**src/rtl/note_seq.sv**
```systemverilog
// note_seq: score sequencer for the audio output path.
// Walks a synchronous score ROM of {beat_len[8:5], tone_idx[4:0]} entries,
// programs an external beat counter with each note's terminal count and
// drives the tone generator. A muted gap separates consecutive notes.
//
// Ports
//   clk, rstn            clock, asynchronous active-low reset
//   start, stop          1-cycle control pulses from the CPU
//   loop                 level, restart at address 0 on the end marker
//   rom_addr, rom_data   score ROM read port (data valid 1 cycle after addr)
//   beat_en              enable to the beat counter
//   beat_cnt_parameter   beat counter terminal count (len*BEAT_UNIT-1)
//   beat_finish          beat counter terminal-count flag
//   tone_idx, tone_en    note index and audible flag for the tone generator
//   busy                 high in every state except IDLE
//   done                 1-cycle pulse when the end marker ends playback
//
// state | meaning
// IDLE  | stopped, waiting for start
// FETCH | rom_addr presented to the ROM
// WAIT  | ROM read latency
// LOAD  | decode rom_data: end marker or new note
// PLAY  | beat counter running until beat_finish
// GAP   | muted pause between notes
// DONE  | end marker reached, pulse done
module note_seq #(
  parameter int ADDR_W     = 8,
  parameter int BEAT_UNIT  = 12_500_000,
  parameter int GAP_CYCLES = 500_000
) (
  input  logic              clk,
  input  logic              rstn,
  input  logic              start,
  input  logic              stop,
  input  logic              loop,
  output logic [ADDR_W-1:0] rom_addr,
  input  logic [8:0]        rom_data,
  output logic              beat_en,
  output logic [27:0]       beat_cnt_parameter,
  input  logic              beat_finish,
  output logic [4:0]        tone_idx,
  output logic              tone_en,
  output logic              busy,
  output logic              done
);

  typedef enum logic [2:0] {
    S_IDLE, S_FETCH, S_WAIT, S_LOAD, S_PLAY, S_GAP, S_DONE
  } state_t;

  localparam logic [27:0]       UNIT28   = 28'(BEAT_UNIT);
  localparam logic [31:0]       GAP_LOAD = 32'(GAP_CYCLES) - 32'd1;
  localparam logic [4:0]        END_MARK = 5'd31;
  localparam logic [ADDR_W-1:0] ADDR_ONE = {{(ADDR_W-1){1'b0}}, 1'b1};

  state_t      state;
  logic        stop_req;
  logic [31:0] gap_cnt;

  logic [3:0]  len_eff;
  logic [4:0]  idx_raw;
  logic [27:0] param_next;
  logic        stop_pend;

  // A zero length entry still plays for one beat unit.
  assign idx_raw    = rom_data[4:0];
  assign len_eff    = (rom_data[8:5] == 4'd0) ? 4'd1 : rom_data[8:5];
  assign param_next = ({24'd0, len_eff} * UNIT28) - 28'd1;
  // A stop arriving on the very edge a note ends still counts.
  assign stop_pend  = stop_req | stop;

  always_ff @(posedge clk or negedge rstn) begin
    if (!rstn) begin
      state              <= S_IDLE;
      stop_req           <= 1'b0;
      gap_cnt            <= '0;
      rom_addr           <= '0;
      beat_en            <= 1'b0;
      beat_cnt_parameter <= '0;
      tone_idx           <= '0;
      tone_en            <= 1'b0;
      busy               <= 1'b0;
      done               <= 1'b0;
    end else begin
      done <= 1'b0;
      if (stop && state != S_IDLE) stop_req <= 1'b1;

      case (state)
        S_IDLE: begin
          if (start && !stop) begin
            state    <= S_FETCH;
            rom_addr <= '0;
            busy     <= 1'b1;
          end
        end
        S_FETCH: state <= S_WAIT;
        S_WAIT:  state <= S_LOAD;
        S_LOAD: begin
          if (idx_raw == END_MARK) begin
            rom_addr <= '0;
            if (loop) begin
              state <= S_FETCH;
            end else begin
              state   <= S_DONE;
              done    <= 1'b1;
              tone_en <= 1'b0;
            end
          end else begin
            tone_idx           <= idx_raw;
            tone_en            <= (idx_raw != 5'd0);
            beat_cnt_parameter <= param_next;
            beat_en            <= 1'b1;
            state              <= S_PLAY;
          end
        end
        S_PLAY: begin
          // The beat counter wraps to 0 on this same edge; dropping beat_en
          // here keeps it parked at 0 for the next note.
          if (beat_finish) begin
            beat_en <= 1'b0;
            if (stop_pend) begin
              state    <= S_IDLE;
              stop_req <= 1'b0;
              busy     <= 1'b0;
              tone_en  <= 1'b0;
            end else if (GAP_CYCLES > 0) begin
              state   <= S_GAP;
              tone_en <= 1'b0;
              gap_cnt <= GAP_LOAD;
            end else begin
              state    <= S_FETCH;
              rom_addr <= rom_addr + ADDR_ONE;
            end
          end
        end
        S_GAP: begin
          if (stop_pend) begin
            state    <= S_IDLE;
            stop_req <= 1'b0;
            busy     <= 1'b0;
          end else if (gap_cnt == 32'd0) begin
            state    <= S_FETCH;
            rom_addr <= rom_addr + ADDR_ONE;
          end else begin
            gap_cnt <= gap_cnt - 32'd1;
          end
        end
        S_DONE: begin
          state    <= S_IDLE;
          stop_req <= 1'b0;
          busy     <= 1'b0;
        end
        default: state <= S_IDLE;
      endcase
    end
  end

endmodule

```
**config.mk**
```make
export PLATFORM = sky130hd
export DESIGN_NAME = note_seq
export DESIGN_NICKNAME = d
export VERILOG_FILES = /design/src/rtl/note_seq.sv
export SDC_FILE = /design/constraint.sdc
export NUM_CORES = 1
export LEC_CHECK = 0
export BUFFER_PORTS_ARGS = -buffer_cell sky130_fd_sc_hd__buf_4
export CAP_MARGIN = 20
export CORE_UTILIZATION = 25
export CTS_BUF_LIST = sky130_fd_sc_hd__clkbuf_2 sky130_fd_sc_hd__clkbuf_4 sky130_fd_sc_hd__clkbuf_8
export CTS_CLUSTER_DIAMETER = 150
export CTS_CLUSTER_SIZE = 28
export DETAILED_ROUTE_END_ITERATION = 8
export PLACE_DENSITY_LB_ADDON = 0.05
export RECOVER_POWER = 25
export SLEW_MARGIN = 0
export SYNTH_ARGS = -nofsm -noshare
export SYNTH_HDL_FRONTEND = slang
export SYNTH_SLANG_ARGS = --single-unit
export TNS_END_PERCENT = 20
```
**constraint.sdc**
```tcl
create_clock -name clk -period 4.1 [get_ports clk]
set_input_delay 0.615 -clock clk [delete_from_list [all_inputs] [get_ports clk]]
set_output_delay 0.615 -clock clk [all_outputs]
set_load 0.005 [all_outputs]
```
==> reports/results.tsv <==
metric	value	unit
status	finished, violations left	
failing checks	setup timing	
Final ANT Viol Nets	0	
CTS clk-pin slew, worst paths	0.07	ns
worst slew pin tran	1.40	ns
Critical-path top delay cell	fa_1	
Max clock buf depth	2	
wire per inst	14.4	µm
CP Launch Type	input pin	
Hold-fix buffers, CTS	0	
Final Non-Filler Cells	966	
PD cells	557	nW/µm²
nets@finish	749	
critical path fanouts, max	4	
dominant cell type by area after synthesis	dfrtp_1	
leading cell type in the layout, fill and taps excluded	buf_4	
WS Path Type	input pin to flop	
syn_nets	625	
Synth top area share	0.373	
average cell area after synthesis	8.63	µm²
Max-slew headroom	0.0694	
Distinct cells, synth	59	
CTS buffer count	9	
placed inst area	6160	µm²
CP arrival	4.37	ns
Hold Violations, Final	0	
die area	20400	µm²
FF+latch count, synth	74	
crit-path most repeated cell	inv_2	
WHS	0.460	ns
maximum vdd ir drop	0.180	mV
Leakage Power	2.99	nW
Worst Hold Class	input pin to flop	
Inst Count DP	941	
Final period util	1.00	
critical path data required time	4.36	ns
minimum clock period after layout	4.11	ns
crit-path cells	buf_8 > fa_1 > inv_2 > fa_2 > inv_2 > ha_4 > a21o_1 > a221o_1 > a311o_1 > a32oi_4 > o41ai_4 > or2_1 > o41a_1 > o31ai_1	
Routed WL	13900	µm
clock skew	0.00909	ns
fin util	0.340	
routability cong.	0.814	
ANT cells	0	
num ports	60	
die width	143	µm
Worst-Skew Late Latency	0.35	ns
CTS tree	yes	
Initial Utilization	0.255	
max_cap viols	0	
I/O Buffers	59	
sequential area share after synthesis	0.373	
Residual DRC	0	
Yosys warnings	0	
number of global-route vias before repair	4476	
Starting DRT DRC Count	230	
largest net degree at the start of global routing	75	
endpoints failing setup	1	
multi-input logic area	3100	µm²
most frequent cells in the layout	138 x buf_4, 77 x nand2_1, 74 x dfrtp_1	
global-route wire length before repair	22600	µm
core area	19500	µm²
height of the die	143	µm
Via Count	4510	
Detailed Place HPWL	10500	µm
TritonRoute pass-1 iters	4	
total clock sinks	74	
Area Overhead vs Synth	33.2	%
Synth Cell Area	4960	µm²
Syn Inst Count	575	
Site Rows	51	
Crit. End Element	flop	
CTS H-tree lvls	3	
GRT Util Overall	0.142	
initial antenna violation count	0	
post-route cell area	6610	µm²
Max Slew Vio Count	0	
setup ws final	-0.00821	ns
Synth area leaders	dfrtp_1 37%, ha_1 6.8%, nand2_1 5.8%	
RSZ-0062 raised after global routing	yes	
share of post-route cells with drive strength above 1	0.280	
ys async rst share	1.00	
EDFF count, synth	0	
Max stage delay on crit path	0.57	ns
register area	1850	µm²
vias per inst	4.67	
dominant register cell in the synthesized netlist	dfrtp_1	
fillers	2057	
CTS Root Cell	clkbuf_8	
overflow left after global routing	0	
f_max	243	MHz
==> what timing repair did <==
item | in CTS | in global routing
resized for setup | 0 | 41
setup buffers | 0 | 11
endpoints found under the setup margin | 0 | 5
==> synthesized netlist by cell type, types with 5 or more instances <==
library cell / number
nand2_1: 77
dfrtp_1: 74
nor2_1: 52
o21ai_0: 41
inv_1: 28
xnor2_1: 28
ha_1: 27
nor3_1: 22
a21oi_1: 20
clkbuf_1: 18
nand3_1: 16
nor4_1: 16
nand2b_1: 11
and3_1: 10
or3_1: 10
a31oi_1: 9
xor2_1: 9
a21o_1: 8
buf_4: 8
fa_1: 8
a211oi_1: 7
o211ai_1: 7
and2_1: 5
nor3b_1: 5
o31ai_1: 5
or4_1: 5
==> power by group <==
| part | internal [W] | total [W] | switching [W] |
|---|---|---|---|
| clock network | 0.000257 | 0.000523 | 0.000266 |
| registers | 0.00101 | 0.00128 | 0.000269 |
| logic | 0.000934 | 0.00188 | 0.000947 |
==> logic make-up (layout without fill, tap and decap cells) <==
| family | count (synthesis) | count (layout) | synth area share |
|---|---|---|---|
| buf+inv | 56 | 182 | 0.0502 |
| fa+ha+maj | 35 | 35 | 0.100 |
| xor+xnor | 37 | 37 | 0.0653 |
| mux | 1 | 1 | 0.00202 |
| flops | 74 | 74 | 0.373 |
| compound gates | 123 | 123 | 0.160 |
| simple gates | 249 | 249 | 0.249 |
==> path summary, 6_finish.rpt <==
| path | from | endpoint | slack [ns] | cells after the start |
|---|---|---|---|---|
| setup reg to reg | state[2]$_DFFE_PN0P_ | gap_cnt[29]$_DFFE_PN0P_ | 1.06 | 8 |
| setup / recovery | rom_data[8] | beat_cnt_parameter[27]$_DFFE_PN0P_ | -0.008 | 14 |
| max in group asynchronous | rstn | gap_cnt[11]$_DFFE_PN0P_ | 1.57 | 2 |
| min in group asynchronous | rstn | rom_addr[2]$_DFFE_PN0P_ | 0.56 | 1 |
| hold reg to reg | beat_cnt_parameter[18]$_DFFE_PN0P_ | beat_cnt_parameter[18]$_DFFE_PN0P_ | 0.47 | 2 |
| hold / removal | loop | done$_DFF_PN0_ | 0.46 | 2 |
==> layer usage <==
| metal | GRT usage | routed length, µm | up-vias |
|---|---|---|---|
| met5 | 0 | 0 | - |
| met1 | 0.175 | 6180 | 2164 |
| met2 | 0.250 | 7070 | 68 |
| li1 | - | - | 2261 |
| met3 | 0.0235 | 344 | 17 |
| met4 | 0.0498 | 289 | 0 |
==> critical path: cells and delay by family <==
kind / cells / cell delay, ns
and+or+nand+nor: 1 / 0.24
buffers and inverters: 3 / 0.22
AOI/OAI and AO/OA: 7 / 1.95
adders and majority gates: 3 / 1.34
==> final cells by class <==
type	count	area share
Multi-Input combinational cell	445	0.468
Sequential cell	74	0.280
Timing Repair Buffer	141	0.160
Tap cell	265	0.0502
Clock buffer	13	0.0252
Inverter	28	0.0159
==> metrics by stage <==
step / power [W] / setup TNS (ns) / worst slack, ns
after global placement: 0.00303 / -1.04 / -0.295
after floorplan: 0.00232 / -0.0279 / -0.0279
after detailed placement: 0.00304 / -1.32 / -0.339
after global routing: 0.00402 / -0.0785 / -0.0785
final: 0.00368 / -0.00821 / -0.00821
after CTS: 0.00359 / 0 / 0.00282
==> sequential cells by signal, indices dropped and copies added (netlist names) <==
register,count
gap_cnt,32
beat_cnt_parameter,21
rom_addr,8
tone_idx,5
state,3
beat_en,1
busy,1
done,1
stop_req,1
tone_en,1
No activity file was read; power rests on OpenSTA's default activity.
